<file path="config.mk">
export PLATFORM = sky130hd
export DESIGN_NAME = wbarb_rr2_flat
export DESIGN_NICKNAME = d
export VERILOG_FILES = /design/src/rtl/wbarb_rr2_if.sv /design/src/rtl/wbarb_rr2.sv /design/src/flat_wrapper.sv
export SDC_FILE = /design/constraint.sdc
export NUM_CORES = 1
export LEC_CHECK = 0
export ABC_CLOCK_PERIOD_IN_PS = 1400
export BUFFER_PORTS_ARGS = -buffer_cell sky130_fd_sc_hd__buf_2
export CORE_AREA = 2 2 122 124
export CTS_BUF_LIST = sky130_fd_sc_hd__clkbuf_4
export DETAILED_ROUTE_END_ITERATION = 6
export DIE_AREA = 0 0 124 126
export GPL_TIMING_DRIVEN = 0
export PLACE_DENSITY = 0.47
export SLEW_MARGIN = 25
export SYNTH_ARGS = -nofsm -noshare
export SYNTH_HDL_FRONTEND = slang
export SYNTH_SLANG_ARGS = --single-unit
export TNS_END_PERCENT = 10
</file>
<file path="constraint.sdc">
create_clock -name i_clk -period 1.4 [get_ports i_clk]
set_input_delay 0.28 -clock i_clk [delete_from_list [all_inputs] [get_ports i_clk]]
set_output_delay 0.28 -clock i_clk [all_outputs]
set_load 0.02 [all_outputs]
</file>
<file path="src/rtl/wbarb_rr2_if.sv">
// wbarb_rr2_if -- bus bundle for the two-master Wishbone round-robin arbiter.
//
// Carries both master ports (a = instruction, b = data) and the shared slave port.
// Names keep the arbiter's point of view: i_* are driven into the arbiter,
// o_* are driven by it.
//
// Modports:
//   master : the arbiter itself (drives o_*, samples i_*); it masters the slave bus.
//   slave  : the environment (masters a/b and the slave device) around the arbiter.
//
// Parameters: AW address width, DW data width; SW = DW/8 byte selects.
interface wbarb_rr2_if #(
    parameter int unsigned AW = 32,
    parameter int unsigned DW = 32
);
    localparam int unsigned SW = DW / 8;

    // Master a
    logic          i_a_cyc;
    logic          i_a_stb;
    logic          i_a_we;
    logic [AW-1:0] i_a_addr;
    logic [DW-1:0] i_a_data;
    logic [SW-1:0] i_a_sel;
    logic          o_a_ack;
    logic          o_a_err;
    logic [DW-1:0] o_a_data;

    // Master b
    logic          i_b_cyc;
    logic          i_b_stb;
    logic          i_b_we;
    logic [AW-1:0] i_b_addr;
    logic [DW-1:0] i_b_data;
    logic [SW-1:0] i_b_sel;
    logic          o_b_ack;
    logic          o_b_err;
    logic [DW-1:0] o_b_data;

    // Slave
    logic          o_cyc;
    logic          o_stb;
    logic          o_we;
    logic [AW-1:0] o_addr;
    logic [DW-1:0] o_data;
    logic [SW-1:0] o_sel;
    logic          i_ack;
    logic          i_err;
    logic [DW-1:0] i_data;
    logic [1:0]    o_grant;

    modport master (
        input  i_a_cyc, i_a_stb, i_a_we, i_a_addr, i_a_data, i_a_sel,
        output o_a_ack, o_a_err, o_a_data,
        input  i_b_cyc, i_b_stb, i_b_we, i_b_addr, i_b_data, i_b_sel,
        output o_b_ack, o_b_err, o_b_data,
        output o_cyc, o_stb, o_we, o_addr, o_data, o_sel, o_grant,
        input  i_ack, i_err, i_data
    );

    modport slave (
        output i_a_cyc, i_a_stb, i_a_we, i_a_addr, i_a_data, i_a_sel,
        input  o_a_ack, o_a_err, o_a_data,
        output i_b_cyc, i_b_stb, i_b_we, i_b_addr, i_b_data, i_b_sel,
        input  o_b_ack, o_b_err, o_b_data,
        input  o_cyc, o_stb, o_we, o_addr, o_data, o_sel, o_grant,
        output i_ack, i_err, i_data
    );
endinterface

</file>
<file path="src/rtl/wbarb_rr2.sv">
// wbarb_rr2 -- two-master classic Wishbone arbiter with round-robin tie break.
//
// Ports:
//   i_clk   : clock.
//   i_reset : synchronous, active-high reset.
//   bus     : wbarb_rr2_if.master -- master a/b ports, slave port and o_grant.
//
// The grant is registered (IDLE/GNT_A/GNT_B, o_grant = 00/01/10). Once granted, a
// master keeps the bus until it drops cyc; the slave-side strobe and attributes
// are muxed combinationally from the owner. A tie in IDLE goes to the master that
// was not granted last.
//
// Optional feature, enabled by defining WBARB_TIMEOUT_EN: a per-strobe wait counter
// that answers a silent slave with a one-cycle error after TIMEOUT cycles and then
// keeps the strobe low until the owner releases the bus.
module wbarb_rr2 #(
    parameter int unsigned AW      = 32,
    parameter int unsigned DW      = 32,
    parameter int unsigned TIMEOUT = 255
) (
    input logic          i_clk,
    input logic          i_reset,
    wbarb_rr2_if.master  bus
);
    localparam int unsigned SW = DW / 8;

    // Encoding doubles as the one-hot o_grant value.
    typedef enum logic [1:0] {
        StIdle = 2'b00,
        StGntA = 2'b01,
        StGntB = 2'b10
    } state_e;

    state_e state_q, state_d;
    logic   ptr_b_q, ptr_b_d;  // 1: b was granted last, so a wins the next tie

    logic          own_a, own_b;
    logic          own_cyc, own_stb;
    logic          tmo_hit;    // timeout error fires this cycle
    logic          tmo_block;  // timeout already reported; hold strobe low
    logic          err_any;
    logic [AW-1:0] addr_mux;
    logic [DW-1:0] data_mux;
    logic [SW-1:0] sel_mux;

    assign own_a = (state_q == StGntA);
    assign own_b = (state_q == StGntB);

    // Next-state and round-robin pointer.
    always_comb begin
        state_d = state_q;
        ptr_b_d = ptr_b_q;
        unique case (state_q)
            StIdle: begin
                if (bus.i_a_cyc && bus.i_b_cyc) begin
                    state_d = ptr_b_q ? StGntA : StGntB;
                end else if (bus.i_a_cyc) begin
                    state_d = StGntA;
                end else if (bus.i_b_cyc) begin
                    state_d = StGntB;
                end
            end
            StGntA: begin
                if (!bus.i_a_cyc) begin
                    state_d = bus.i_b_cyc ? StGntB : StIdle;
                end
            end
            StGntB: begin
                if (!bus.i_b_cyc) begin
                    state_d = bus.i_a_cyc ? StGntA : StIdle;
                end
            end
            default: state_d = StIdle;
        endcase
        if (state_d != state_q) begin
            if (state_d == StGntA) begin
                ptr_b_d = 1'b0;
            end else if (state_d == StGntB) begin
                ptr_b_d = 1'b1;
            end
        end
    end

    always_ff @(posedge i_clk) begin
        if (i_reset) begin
            state_q <= StIdle;
            ptr_b_q <= 1'b1;
        end else begin
            state_q <= state_d;
            ptr_b_q <= ptr_b_d;
        end
    end

`ifdef WBARB_TIMEOUT_EN
    localparam int unsigned CntW = $clog2(TIMEOUT + 1);

    logic [CntW-1:0] cnt_q, cnt_d;
    logic            tmo_done_q, tmo_done_d;
    logic            stb_req;

    // Strobe the owner is asking for, before the timeout forces it low.
    assign stb_req   = own_cyc & own_stb & ~tmo_done_q;
    assign tmo_hit   = stb_req & (cnt_q == CntW'(TIMEOUT));
    assign tmo_block = tmo_done_q;

    always_comb begin
        cnt_d      = cnt_q + CntW'(1);
        tmo_done_d = tmo_done_q;
        if ((state_d != state_q) || !stb_req || bus.i_ack || bus.i_err || tmo_hit) begin
            cnt_d = '0;
        end
        if (state_d != state_q) begin
            tmo_done_d = 1'b0;
        end else if (tmo_hit) begin
            tmo_done_d = 1'b1;
        end
    end

    always_ff @(posedge i_clk) begin
        if (i_reset) begin
            cnt_q      <= '0;
            tmo_done_q <= 1'b0;
        end else begin
            cnt_q      <= cnt_d;
            tmo_done_q <= tmo_done_d;
        end
    end
`else
    logic unused_timeout;

    assign tmo_hit        = 1'b0;
    assign tmo_block      = 1'b0;
    assign unused_timeout = |TIMEOUT;
`endif

    // Owner mux and response steering.
    always_comb begin
        own_cyc  = 1'b0;
        own_stb  = 1'b0;
        addr_mux = bus.i_a_addr;
        data_mux = bus.i_a_data;
        sel_mux  = bus.i_a_sel;
        if (own_a) begin
            own_cyc = bus.i_a_cyc;
            own_stb = bus.i_a_stb;
        end else if (own_b) begin
            own_cyc  = bus.i_b_cyc;
            own_stb  = bus.i_b_stb;
            addr_mux = bus.i_b_addr;
            data_mux = bus.i_b_data;
            sel_mux  = bus.i_b_sel;
        end
    end

    assign err_any = bus.i_err | tmo_hit;

    assign bus.o_grant = state_q;
    assign bus.o_cyc   = own_cyc;
    assign bus.o_stb   = own_cyc & own_stb & ~tmo_hit & ~tmo_block;
    assign bus.o_we    = (own_a & bus.i_a_we) | (own_b & bus.i_b_we);
    assign bus.o_addr  = addr_mux;
    assign bus.o_data  = data_mux;
    assign bus.o_sel   = sel_mux;

    // Error wins over a simultaneous ack.
    assign bus.o_a_ack = own_a & bus.i_ack & ~err_any;
    assign bus.o_a_err = own_a & err_any;
    assign bus.o_b_ack = own_b & bus.i_ack & ~err_any;
    assign bus.o_b_err = own_b & err_any;

    assign bus.o_a_data = bus.i_data;
    assign bus.o_b_data = bus.i_data;
endmodule

</file>
<file path="src/flat_wrapper.sv">
// flat-port wrapper written by rule: the top's interface ports become plain ports
module wbarb_rr2_flat 
#(
    parameter int unsigned AW      = 32,
    parameter int unsigned DW      = 32,
    parameter int unsigned TIMEOUT = 255
)
  (i_clk, i_reset, bus_i_a_cyc, bus_i_a_stb, bus_i_a_we, bus_i_a_addr, bus_i_a_data, bus_i_a_sel, bus_o_a_ack, bus_o_a_err, bus_o_a_data, bus_i_b_cyc, bus_i_b_stb, bus_i_b_we, bus_i_b_addr, bus_i_b_data, bus_i_b_sel, bus_o_b_ack, bus_o_b_err, bus_o_b_data, bus_o_cyc, bus_o_stb, bus_o_we, bus_o_addr, bus_o_data, bus_o_sel, bus_o_grant, bus_i_ack, bus_i_err, bus_i_data);
  wbarb_rr2_if #(.AW(AW), .DW(DW)) bus_i ();
  input logic i_clk;
  input logic i_reset;
  input wire logic [$bits(bus_i.i_a_cyc)-1:0] bus_i_a_cyc;
  input wire logic [$bits(bus_i.i_a_stb)-1:0] bus_i_a_stb;
  input wire logic [$bits(bus_i.i_a_we)-1:0] bus_i_a_we;
  input wire logic [$bits(bus_i.i_a_addr)-1:0] bus_i_a_addr;
  input wire logic [$bits(bus_i.i_a_data)-1:0] bus_i_a_data;
  input wire logic [$bits(bus_i.i_a_sel)-1:0] bus_i_a_sel;
  output wire logic [$bits(bus_i.o_a_ack)-1:0] bus_o_a_ack;
  output wire logic [$bits(bus_i.o_a_err)-1:0] bus_o_a_err;
  output wire logic [$bits(bus_i.o_a_data)-1:0] bus_o_a_data;
  input wire logic [$bits(bus_i.i_b_cyc)-1:0] bus_i_b_cyc;
  input wire logic [$bits(bus_i.i_b_stb)-1:0] bus_i_b_stb;
  input wire logic [$bits(bus_i.i_b_we)-1:0] bus_i_b_we;
  input wire logic [$bits(bus_i.i_b_addr)-1:0] bus_i_b_addr;
  input wire logic [$bits(bus_i.i_b_data)-1:0] bus_i_b_data;
  input wire logic [$bits(bus_i.i_b_sel)-1:0] bus_i_b_sel;
  output wire logic [$bits(bus_i.o_b_ack)-1:0] bus_o_b_ack;
  output wire logic [$bits(bus_i.o_b_err)-1:0] bus_o_b_err;
  output wire logic [$bits(bus_i.o_b_data)-1:0] bus_o_b_data;
  output wire logic [$bits(bus_i.o_cyc)-1:0] bus_o_cyc;
  output wire logic [$bits(bus_i.o_stb)-1:0] bus_o_stb;
  output wire logic [$bits(bus_i.o_we)-1:0] bus_o_we;
  output wire logic [$bits(bus_i.o_addr)-1:0] bus_o_addr;
  output wire logic [$bits(bus_i.o_data)-1:0] bus_o_data;
  output wire logic [$bits(bus_i.o_sel)-1:0] bus_o_sel;
  output wire logic [$bits(bus_i.o_grant)-1:0] bus_o_grant;
  input wire logic [$bits(bus_i.i_ack)-1:0] bus_i_ack;
  input wire logic [$bits(bus_i.i_err)-1:0] bus_i_err;
  input wire logic [$bits(bus_i.i_data)-1:0] bus_i_data;
  assign bus_i.i_a_cyc = bus_i_a_cyc;
  assign bus_i.i_a_stb = bus_i_a_stb;
  assign bus_i.i_a_we = bus_i_a_we;
  assign bus_i.i_a_addr = bus_i_a_addr;
  assign bus_i.i_a_data = bus_i_a_data;
  assign bus_i.i_a_sel = bus_i_a_sel;
  assign bus_o_a_ack = bus_i.o_a_ack;
  assign bus_o_a_err = bus_i.o_a_err;
  assign bus_o_a_data = bus_i.o_a_data;
  assign bus_i.i_b_cyc = bus_i_b_cyc;
  assign bus_i.i_b_stb = bus_i_b_stb;
  assign bus_i.i_b_we = bus_i_b_we;
  assign bus_i.i_b_addr = bus_i_b_addr;
  assign bus_i.i_b_data = bus_i_b_data;
  assign bus_i.i_b_sel = bus_i_b_sel;
  assign bus_o_b_ack = bus_i.o_b_ack;
  assign bus_o_b_err = bus_i.o_b_err;
  assign bus_o_b_data = bus_i.o_b_data;
  assign bus_o_cyc = bus_i.o_cyc;
  assign bus_o_stb = bus_i.o_stb;
  assign bus_o_we = bus_i.o_we;
  assign bus_o_addr = bus_i.o_addr;
  assign bus_o_data = bus_i.o_data;
  assign bus_o_sel = bus_i.o_sel;
  assign bus_o_grant = bus_i.o_grant;
  assign bus_i.i_ack = bus_i_ack;
  assign bus_i.i_err = bus_i_err;
  assign bus_i.i_data = bus_i_data;
  wbarb_rr2 #(.AW(AW), .DW(DW), .TIMEOUT(TIMEOUT)) u_core (.i_clk(i_clk), .i_reset(i_reset), .bus(bus_i));
endmodule
</file>
[Word-level counts from Yosys, hierarchy flattened]
Index checks and enable logic that the tools add are counted.
Word-level totals
  bits in writable memories: 0
  memory bits (read-only): 0
  latch bits: 0
  bits in registers: 3
  word-level logic and storage cells: 43
  memories kept: 0
  output and inout bits: 141
Operators by class
  eq/ne operators: 5
  $mul: 0
  shift operators: 0
  muxes and demuxes: 21
  reductions and logical operators: 4
  add/subtract/negate cells: 0
  div/mod/pow operators: 0
  magnitude comparators: 0
  bitwise gates (word level): 11
Operator list (number)
  32-bit 2-to-1 mux: 4
  2-bit 2-to-1 mux: 7
  1-bit bitwise AND: 9
  4-bit 2-to-1 mux: 2
  1-bit 2-to-1 mux: 7
  2-bit case mux with 3 select lines: 1
  2-bit by 1-bit equality test with 1-bit output, second input constant: 2
  2-bit equality test, second input constant: 2
  2-bit zero test: 1
  2-bit != test: 1
  2-bit AND reduction: 1
  2-bit nonzero test: 1
  1-bit logical AND: 1
  1-bit NOT: 1
  1-bit bitwise OR: 1

[Longest topological paths before layout]
  depth in word-level cells: 7
  mapped depth: 6

[Worst setup path after synthesis]
No wires, ideal clock.
  kind: reg-to-output
  start point: reg u_core.state_q[1] (netlist: u_core.bus.o_grant[1])
  end point: out bus_o_stb
  slack: -0.435 ns
  required time: 1.120 ns
  arrival: 1.555 ns
  cell stages (with the launch flop): 5
  cell sequence: dfxtp_1 -> nor2b_2 -> buf_6 -> a21o_1 -> a21boi_1
Between the ends
  longest elaborated chain between the ends: 4
  elaborated cells between the ends (all ways): 7
  classes of those cells: eq/ne: 2; mux: 4; bitwise: 1
Ends and longest elaborated chain
  start, declared: RTL line wbarb_rr2.sv:34  | state_e state_q, state_d;
  start signal, assigned: RTL line wbarb_rr2.sv:86  | state_q <= StIdle;
  start signal, assigned: RTL line wbarb_rr2.sv:89  | state_q <= state_d;
  2-bit equality test: RTL line wbarb_rr2.sv:47  | assign own_b = (state_q == StGntB);
  1-bit 2-to-1 mux: RTL line wbarb_rr2.sv:146  | end else if (own_b) begin
  1-bit 2-to-1 mux *: RTL line wbarb_rr2.sv:143  | if (own_a) begin
  net bus_o_cyc: RTL line flat_wrapper.sv:30  | output wire logic [$bits(bus_i.o_cyc)-1:0] bus_o_cyc;
  1-bit bitwise AND *: RTL line wbarb_rr2.sv:159  | assign bus.o_stb = own_cyc & own_stb & ~tmo_hit & ~tmo_block;
  end, declared: RTL line flat_wrapper.sv:31  | output wire logic [$bits(bus_i.o_stb)-1:0] bus_o_stb;
The timed path passes the listed nets; every way through them passes the cells marked *.

[Final worst setup path]
  start point: reg u_core.state_q[1] (netlist: u_core.bus.o_grant[1])
  end point: out bus_o_addr[22]
Between the ends
  longest elaborated chain between the ends: 3
  elaborated cells between the ends (all ways): 4
  classes of those cells: eq/ne: 2; mux: 2
Ends and longest elaborated chain
  2-bit equality test: RTL line wbarb_rr2.sv:47
  32-bit 2-to-1 mux: RTL line wbarb_rr2.sv:146
  32-bit 2-to-1 mux *: RTL line wbarb_rr2.sv:143
  end, declared: RTL line flat_wrapper.sv:33  | output wire logic [$bits(bus_i.o_addr)-1:0] bus_o_addr;
Every way passes the cells marked *; elsewhere a longest branch is shown, timed or not.

==> impl_metrics.json <==
{
  "antenna_found_initial": 0,
  "finalInstanceArea_um2": 3960,
  "grt_max_degree": 11,
  "yosysWarningCount": 0,
  "antenna_violating_nets_post_route": 0,
  "clock-sinks": 3,
  "critical_path_arrival_ns": 1.58,
  "crit_fanout": 10,
  "critical_path.startpoint_type": "flip-flop",
  "final.min_clock_period_ns": 1.86,
  "slew-limit-headroom": 0.680,
  "clk_transition_reported_paths_ns": 0.03,
  "maxCapViolations": 0,
  "internal-power_mw": 1.10,
  "clockPowerShare": 0.089,
  "worstSkewPairLatency_ns": 0.23,
  "violations_in_the_final_reports": "negative setup slack",
  "htree_levels": 1,
  "avgSynthCellArea_um2": 9.30,
  "grt_setup_unrepaired": "true",
  "vdd_drop_max_v": 0.000175,
  "placeableCoreArea_um2": 14300,
  "syn-num-nets": 350,
  "final_cell_mix": "234 x buf_2, 68 x buf_4, 66 x mux2_4",
  "die-height_um": 126,
  "drt_drc_violations_left": 0,
  "post_route_cells_drive_above_1_share": 0.944,
  "hold_viol_final": 0,
  "outcome": "complete, but fails checks",
  "finalSetupViolations": 76,
  "place_area_um2": 3520,
  "leakage_power_of_the_design_nw": 2.25,
  "post_synth_instance_area_um2": 1590,
  "dpl.cell_count": 641,
  "avgViaCountPerCell": 3.51,
  "wire_length_of_the_first_global_routing_pass_um": 9870,
  "detailedPlacementHpwl_um": 6720,
  "placementRows": 44,
  "sequential_cell_area_um2": 67.6,
  "power_per_cell_area_nw_per_um2": 469,
  "post_synth_num_cell_types": 24,
  "finalMaxSlewViolations": 0,
  "dieWidth_um": 124,
  "routed_wire_length_per_instance_um": 11.6,
  "drt-initial-drc-count": 24,
  "holdCritPathClass": "in -> reg",
  "route.vias.total": 2272,
  "area_growth_pct": 149,
  "area_of_the_multi_input_gates_um2": 1230,
  "cts-buffers-inserted": 3,
  "fin_skew_ns": 0.00189,
  "tritoncts_clock_tree": "done",
  "number_of_top_level_pins": 319,
  "via_count_of_the_first_global_routing_pass": 2188,
  "cts_max_path_buffers": 2,
  "globalRouteOverflowTotal": 0,
  "timing_worst_slew_pin_value_ns": 0.475,
  "starting_density": 0.111,
  "utilization": 0.277,
  "finish.cell_count_without_fillers": 647,
  "grt_util_all_layers": 0.0788,
  "proportion_of_power_drawn_by_flip_flops_and_latches": 0.055,
  "fmax_mhz": 537,
  "detailed_route_wire_length_um": 7510,
  "layout.filler_cells": 1546,
  "synth-seq-cells": 3,
  "worst-setup-path-type": "reg -> out",
  "switching_share": 0.406,
  "power.share.combinational": 0.855,
  "place_congestion": 0.673,
  "cts.hold.buffers_added": 0,
  "die_area_um2": 15600,
  "cp.required_ns": 1.12,
  "clock-root-buffer": "clkbuf_4",
  "num-nets-final": 643,
  "pre_cts_worst_setup_slack_ns": -0.338,
  "p_sw_mw": 0.755,
  "placement.io_buffers": 286,
  "fin_crit_sh": 1.33,
  "detailedRoute.firstPassIterationCount": 4,
  "ys_seq_area_frac": 0.0378,
  "worst_setup_path_end_kind": "output pin",
  "final_worst_slack_ns": -0.461,
  "final_common_cell": "buf_2",
  "synthesis.instances": 171,
  "n_antenna_cell": 0
}
[worst max-delay path, cell delays in order, from the launching register on]
cell     delay [ns]
dfxtp_4        0.37
nor2b_4        0.18
buf_12         0.17
buf_12         0.16
mux2_4         0.30
buf_2          0.17
[worst paths after layout]
kind	slack [ns]	to	cells past startpoint	startpoint
worst max register to register	-0.12	u_core.ptr_b_q	6	u_core.bus.o_grant[0]
worst min register to register	0.53	u_core.ptr_b_q	2	u_core.ptr_b_q
worst min-delay path	0.34	u_core.bus.o_grant[1]	3	i_reset
worst max-delay path	-0.46	bus_o_addr[22]	5	u_core.bus.o_grant[1]
[power by group through the flow]
stage | clock network [mW] | logic (mW) | registers [mW]
CTS | 0.177 | 1.51 | 0.103
floorplan | 0 | 0.896 | 0.106
detailed placement | 0 | 1.40 | 0.104
global placement | 0 | 1.40 | 0.103
global route | 0.181 | 1.69 | 0.104
finish | 0.166 | 1.59 | 0.102
[cell usage after synthesis]
library cell,number,area share
mux2_2,68,0.48
buf_4,64,0.30
buf_6,8,0.057
and2_1,3,0.012
and3b_1,3,0.017
dfxtp_1,3,0.038
nor2_1,3,0.0071
inv_1,2,0.0047
nand2_1,2,0.0047
a2111oi_2,1,0.0094
a21boi_1,1,0.0047
a21o_1,1,0.0047
a21oi_1,1,0.0031
a22o_1,1,0.0055
and2b_1,1,0.0047
and3_1,1,0.0039
ha_1,1,0.0079
mux2i_1,1,0.0063
nor2b_1,1,0.0039
nor2b_2,1,0.0055
nor4_1,1,0.0039
o211a_1,1,0.0063
o21ai_0,1,0.0031
o22ai_1,1,0.0039
[flip-flops by register name, indices dropped and copies added (netlist names)]
| name | cells |
|---|---|
| u_core.ptr_b_q | 1 |
| u_core.bus.o_grant | 2 |
[through the flow]
| stage | hold slack, ns | setup TNS (ns) | total power, mW |
|---|---|---|---|
| floorplan | 0.418 | -6.76 | 1.00 |
| global placement | 0.519 | -19.86 | 1.50 |
| detailed placement | 0.529 | -20.02 | 1.51 |
| CTS | 0.336 | -34.97 | 1.79 |
| global route | 0.351 | -36.60 | 1.98 |
| finish | 0.344 | -31.51 | 1.86 |
[final cells by class]
type / instances / area share
Multi-Input combinational cell: 94 / 0.310
Buffer: 72 / 0.160
Sequential cell: 3 / 0.0170
Tap cell: 184 / 0.0581
Timing Repair Buffer: 288 / 0.445
Inverter: 2 / 0.00189
Clock buffer: 4 / 0.00758
[routing by layer]
layer	part of all wire	routed length [um]	vias to the layer above	global-route usage
met5	0	0	-	0
met4	0.0083	62	0	0.0185
met3	0.12	913	4	0.0104
met2	0.54	4070	162	0.165
met1	0.33	2470	993	0.0784
li1	-	-	1113	-
[what timing repair did]
item                       4_1_cts  5_1_grt
pin swaps                        0        0
hold endpoints to repair         0        0
gates cloned                     0        0
gates resized for setup         60       58
buffers inserted                 1        1
setup endpoints to repair       76       76
[cell families after synthesis]
logic type | after synthesis | synth area share
AO/OA/AOI/OAI | 8 | 0.0409
flip-flops | 3 | 0.0378
multiplexers | 69 | 0.488
AND/OR/NAND/NOR | 16 | 0.0622
adder cells (fa/ha/maj) | 1 | 0.00787
buffers and inverters | 74 | 0.363
Note: power is estimated with default switching activity, not from simulation.
